[src/rtl/lhn_acc_pkg.sv]
// rtl/lhn_acc_pkg.sv - shared state encoding and default sizing for the product accumulator
package lhn_acc_pkg;

    localparam int PROD_W    = 11;
    localparam int ACC_W     = 13;
    localparam int N_SAMPLES = 8;
    localparam int LOG2_N    = 3;

    typedef enum logic {
        ACCUM = 1'b0,
        HOLD  = 1'b1
    } state_t;

endpackage

[src/rtl/lhn_sat_add.sv]
// rtl/lhn_sat_add.sv - combinational saturating adder of an unsigned product into the accumulator
module lhn_sat_add #(
    parameter int ACC_W  = 13,
    parameter int PROD_W = 11
) (
    input  logic [ACC_W-1:0]  a,
    input  logic [PROD_W-1:0] b,
    output logic [ACC_W-1:0]  sum,
    output logic              ovf
);

    logic [ACC_W:0] full;

    // One guard bit is enough: b never exceeds a's range since ACC_W >= PROD_W.
    assign full = {1'b0, a} + (ACC_W+1)'(b);
    assign ovf  = full[ACC_W];
    assign sum  = ovf ? {ACC_W{1'b1}} : full[ACC_W-1:0];

endmodule

[src/rtl/lhn_prod_acc.sv]
// rtl/lhn_prod_acc.sv - frames N_SAMPLES multiplier products into a saturated sum, average and flag
module lhn_prod_acc #(
    parameter int PROD_W    = 11,
    parameter int ACC_W     = 13,
    parameter int N_SAMPLES = 8,
    parameter int LOG2_N    = 3
) (
    input  logic              clock,
    input  logic              reset_n,
    input  logic [PROD_W-1:0] prod_in,
    input  logic              prod_valid,
    output logic              prod_ready,
    input  logic              clear,
    output logic [ACC_W-1:0]  acc_out,
    output logic [ACC_W-1:0]  avg_out,
    output logic              sat_flag,
    output logic              acc_valid,
    input  logic              acc_ready,
    output logic [6:0]        count
);

    import lhn_acc_pkg::*;

    state_t           state;
    state_t           state_nxt;
    logic [ACC_W-1:0] acc;
    logic [6:0]       cnt;
    logic             sat;
    logic [ACC_W-1:0] add_sum;
    logic             add_ovf;
    logic             accept;
    logic             frame_done;
    logic             drained;

    lhn_sat_add #(
        .ACC_W  (ACC_W),
        .PROD_W (PROD_W)
    ) u_sat_add (
        .a   (acc),
        .b   (prod_in),
        .sum (add_sum),
        .ovf (add_ovf)
    );

    assign accept     = prod_valid & prod_ready;
    assign frame_done = accept && (cnt == 7'(N_SAMPLES - 1));
    assign drained    = acc_valid & acc_ready;

    always_ff @(posedge clock or negedge reset_n) begin
        if (!reset_n) begin
            state <= ACCUM;
        end else begin
            state <= state_nxt;
        end
    end

    always_comb begin
        state_nxt = state;
        if (clear) begin
            state_nxt = ACCUM;
        end else begin
            case (state)
                ACCUM:   if (frame_done) state_nxt = HOLD;
                HOLD:    if (drained)    state_nxt = ACCUM;
                default: state_nxt = ACCUM;
            endcase
        end
    end

    always_comb begin
        prod_ready = (state == ACCUM) & ~clear;
        acc_valid  = (state == HOLD);
    end

    // clear outranks both handshakes; acc_ready only matters while a result is held.
    always_ff @(posedge clock or negedge reset_n) begin
        if (!reset_n) begin
            acc <= '0;
            cnt <= '0;
            sat <= 1'b0;
        end else if (clear || drained) begin
            acc <= '0;
            cnt <= '0;
            sat <= 1'b0;
        end else if (accept) begin
            acc <= add_sum;
            cnt <= cnt + 7'd1;
            sat <= sat | add_ovf;
        end
    end

    assign acc_out  = acc;
    assign avg_out  = acc >> LOG2_N;
    assign sat_flag = sat;
    assign count    = cnt;

endmodule

[config.mk]
export PLATFORM = sky130hd
export DESIGN_NAME = lhn_prod_acc
export DESIGN_NICKNAME = d
export VERILOG_FILES = /design/src/rtl/lhn_acc_pkg.sv /design/src/rtl/lhn_sat_add.sv /design/src/rtl/lhn_prod_acc.sv
export SDC_FILE = /design/constraint.sdc
export NUM_CORES = 1
export LEC_CHECK = 0
export ABC_AREA = 1
export BUFFER_PORTS_ARGS = -buffer_cell sky130_fd_sc_hd__buf_2
export CORE_MARGIN = 4
export CORE_UTILIZATION = 53
export DETAILED_ROUTE_END_ITERATION = 10
export PLACE_DENSITY = 0.77
export SETUP_SLACK_MARGIN = 0.2
export SLEW_MARGIN = 20
export SYNTH_ARGS = -nofsm -noshare
export SYNTH_HDL_FRONTEND = slang
export SYNTH_HIERARCHICAL = 1
export SYNTH_SLANG_ARGS = --single-unit
[constraint.sdc]
create_clock -name clock -period 1.98 [get_ports clock]
set_input_delay 0.198 -clock clock [delete_from_list [all_inputs] [get_ports clock]]
set_output_delay 0.198 -clock clock [all_outputs]
set_load 0.03 [all_outputs]
* Word level (Yosys, flattened, before mapping)
Index checks and enable logic that the tools add are counted.
Operators by class: reductions and logical operators 3, eq/ne operators 1, bitwise gates (word level) 6, add/subtract/negate cells 2, multiplexer cells 11
Operator list (count):
- 13-bit 2-to-1 mux | 3
- 13-bit by 11-bit adder with 14-bit output | 1
- 7-bit 2-to-1 mux | 2
- 7-bit by 1-bit adder with 7-bit output, second input constant | 1
- 7-bit by 3-bit == test with 1-bit output, second input constant | 1
- 1-bit 2-to-1 mux | 5
- 1-bit AND | 3
- 1-bit NOT | 2
- 1-bit case mux with 2 select lines | 1
- 2-bit nonzero test | 1
- 1-bit logical AND | 1
- 1-bit logical OR | 1
- 1-bit OR | 1
Word-level totals: output and inout port bits 36, bits of input ports 16, word-level logic and storage cells 27, bits in registers 22

* Depth between registers and ports, before layout
depth after elaboration 7, mapped depth 12, mapped depth without buffers 11

* By module
The synthesis kept the hierarchy.
By module, submodules not included:
- lhn_prod_acc | sequential area each 550.5 um2, area an instance 1086.0 um2, cells an instance 126, times used 1
- lhn_sat_add | sequential area each 0.0 um2, area an instance 879.6 um2, cells an instance 159, times used 1

* Least setup slack after synthesis
No wires, ideal clock.
path type register to register, from register acc[0], in the netlist acc_out[0], to register acc[8], in the netlist acc_out[8], data arrival time 1.889 ns, required time 1.862 ns, path buffers 0, stages on the path, launching flop included 10, path slack -0.027 ns, period minus slack after synthesis 2.007 ns, path through dfrtp_1 ha_1 fa_1 nand3_1 nand3_1 and2_1 o21bai_1 nand3_2 nand2_1 nand2_1
On the way: word-level cells in the longest chain between the ends 4
Ends and longest elaborated chain:
- start, declared | RTL line lhn_prod_acc.sv:26 | logic [ACC_W-1:0] acc;
- start signal, assigned | RTL line lhn_prod_acc.sv:86 | acc <= add_sum;
- 13-bit by 11-bit adder with 14-bit output | RTL line lhn_sat_add.sv:15 | assign full = {1'b0, a} + (ACC_W+1)'(b);
- 13-bit 2-to-1 mux | RTL line lhn_sat_add.sv:17 | assign sum = ovf ? {ACC_W{1'b1}} : full[ACC_W-1:0];
- named net add_sum[8] | RTL line lhn_prod_acc.sv:29 | logic [ACC_W-1:0] add_sum;
- 13-bit 2-to-1 mux | RTL line lhn_prod_acc.sv:85 | end else if (accept) begin
- 13-bit 2-to-1 mux | RTL line lhn_prod_acc.sv:81 | end else if (clear || drained) begin
The timed path passes the listed nets, and every way through them passes these cells. The select of a mux whose other input is x is not followed. A chain may end at the register's enable or synchronous reset.

* Worst setup path in the final report
from register acc[2], in the netlist acc_out[2], to register acc[9], in the netlist acc_out[9]
Same word-level chain as after synthesis.

==> impl_metrics.toml <==
[sta]
drv_slew = 0
hold_viol = 0
fmax_mhz = 559
period_minus_slack_ns = 1.79
skew_ns = 0.00120
slew_headroom = 0.648
setup_violations = 0
tightest_slew_ns = 0.527
finalCritPeriodShare = 0.904
rsz0062_at_grt = "true"
final.setup.tns_ns = 0

[setup_path]
regToRegSetupSlack_ns = 0.19
r2r-start = "acc_out[2]"
endpoint_kind = "register"
critPathLaunch = "acc_out[2]"
arrival_ns = 1.97
reg2reg_depth = 12
critPathTopFamily = "simple AND/OR/NAND/NOR gates"
cp_num_buf_inv = 1
crit_chain = "ha_4 > nand2_1 > nand2_1 > nand2_2 > nand2_4 > nor2_4 > nor2_4 > nor2_4 > buf_6 > nand3_2 > nand2_1 > nand2_1"
critical_path.most_common_cell = "nand2_1"
critPathKind = "reg -> reg"
max_stage_delay_ns = 0.42
cp_max_fo = 6
cpMaxStageDelayCell = "dfrtp_1"
startpoint_type = "register"
worstPathRequired_ns = 2.16
endpoint = "acc_out[9]"
worst-path-stages = 12
r2r-end = "acc_out[9]"

[clock_network]
cts_tree = "yes"
cts_buffers = 3
cts.sinks = 22
htree_levels = 1
clock_path_buffers = 2
clock_tree.root_cell = "clkbuf_8"
clk_latency_ns = 0.28
path_clk_slew_ns = 0.09

[floorplanning]
fp.dieH_um = 68.9
die_x_um = 68.9
boundaryPins = 52
num_rows = 21
initial_core_util = 0.567
dieArea_mm2 = 0.00475
core_mm2 = 0.00347

[cells_and_area]
drive_above_1_share = 0.391
layout_commonest_cell = "nand2_1"
layout_common_cells = "92 x nand2_1, 48 x buf_2, 36 x inv_1"
fin_cells = 384
areaGrowthSynthToFinish_pct = 30.2
antenna_cells = 0
num-nets-final = 368
n_fill_cell = 285

[run_status]
outcome = "finished, final reports clean"

[detailed_routing]
detailroute.via_count = 1899
post_drt_wl_per_cell_um = 12.4
detail_route.wirelength_um = 4780
antenna_left = 0
first_iter_violations = 141
route.detailed.drc = 0
drtPass1Iterations = 4
viasPerCell = 4.95

[place]
placed_cells = 368
gp_congestion = 0.855
portBuffers = 48
dp_hpwl_um = 3320

[yosys]
yosysSeqAreaShare = 0.280
synth_top_area_share = 0.280
synth-seq-cells = 22
ys_warn_count = 6
yosysUniqueCellTypes = 33
ys_top_cells_by_area = "dfrtp_1 28%, nand2_1 19%, ha_1 7.6%, inv_1 7.3%, nand3_1 5.6%"
syn_area_per_cell_um2 = 6.90
post_synth_inst_count = 285
syn_area_mm2 = 0.00197
synth_area_leader_cell = "dfrtp_1"

[pwr]
power_density_mw_per_mm2 = 812
leakagePower_nw = 1.43
peakVddDrop_mv = 0.453

[grt]
grt_usage = 0.199
grt_pass1_wl_um = 7270
grt-ovfl-total = 0
grt_max_degree = 23
antenna_found_initial = 0
grt_pass1_vias = 1652

[worst_hold_path]
hold_class = "in -> reg"

[flow_run]
cap_violations = 0
==> cell families after synthesis <==
group,count (synthesis),share of synthesized area
other,1,0.00191
buffers and inverters,57,0.153
DFF,22,0.280
and+or+nand+nor,171,0.402
xor gates and xnor gates,2,0.00891
AOI/OAI and AO/OA,19,0.0681
adders and majority gates,13,0.0866
==> state kept, by name, summed over array words and instances, names as in the netlist <==
signal     cells
acc_out       13
acc_valid      1
count          7
sat_flag       1
==> through the flow <==
stage          hold WS, ns  power (mW)   util  instance area (µm²)  setup WS [ns]
4_1_cts              0.232        1.96  0.691                 2400          0.215
6_report             0.225        2.08  0.738                 2560          0.190
5_1_grt              0.254        2.22  0.738                 2560         0.0817
3_3_place_gp         0.207        1.48  0.653                 2270          0.230
2_1_floorplan      -0.0976        1.32      -                 2090          0.188
3_5_place_dp         0.205        1.49  0.653                 2270          0.184
==> worst reg2reg max path: stages (launching register included) <==
cell and delay (ns):
dfrtp_1 0.42, ha_4 0.25, nand2_1 0.10, nand2_1 0.07
nand2_2 0.09, nand2_4 0.06, nor2_4 0.14, nor2_4 0.06
nor2_4 0.16, buf_6 0.16, nand3_2 0.06, nand2_1 0.07
nand2_1 0.05
==> final cells by class <==
class / count / area, µm² / share of cell area
clock buffer: 3 / 41.3 / 0.0161
clock inverter: 1 / 30.0 / 0.0117
inverter: 41 / 156 / 0.0611
multi-input combinational: 208 / 1350 / 0.525
sequential: 22 / 563 / 0.220
tap: 46 / 57.6 / 0.0225
timing repair buffer: 63 / 367 / 0.143
==> routing by layer <==
metal  GRT usage  vias to the layer above  routed length, µm
li1            -                      977                  -
met1       0.264                      870               2150
met5           0                        -                  0
met3      0.0194                        7                215
met2       0.344                       45               2360
met4      0.0535                        0                 52
==> timing repair <==
item                                   in CTS  in global routing
hold buffers                                1                  0
setup endpoints to repair                  14                 14
resized for setup                           4                 24
endpoints found under the hold margin      22                  0
buffers inserted                            1                 10
pin swaps                                   2                 14
==> power by group <==
group | internal, mW | switching (mW) | total [mW]
logic | 0.411 | 0.637 | 1.05
registers | 0.510 | 0.0738 | 0.584
clock network | 0.271 | 0.177 | 0.447
total | 1.19 | 0.888 | 2.08
==> cell usage after synthesis (all sizes together) <==
| library cell | instances |
|---|---|
| ha | 12 |
| nand3 | 27 |
| nand4 | 5 |
| xor2 | 2 |
| nor2 | 23 |
| nand2 | 109 |
| o21ai | 5 |
| and2 | 3 |
| buf | 16 |
| fa | 1 |
| inv | 41 |
| conb | 1 |
| nor3 | 3 |
| a21o | 1 |
| a21oi | 9 |
| a21boi | 1 |
| o21bai | 3 |
| dfrtp | 22 |
| or2 | 1 |
==> worst min path at each step <==
stage,start,end,slack (ns),cells past startpoint
after CTS,clear,count[6],0.23,4
after detailed placement,reset_n,acc_out[4],0.20,1
final,clear,count[6],0.23,4
after global placement,reset_n,acc_out[4],0.21,1
after global routing,clear,count[2],0.25,4
after floorplan,reset_n,acc_out[0],-0.1,0
Power figures use the tool's default switching activity.
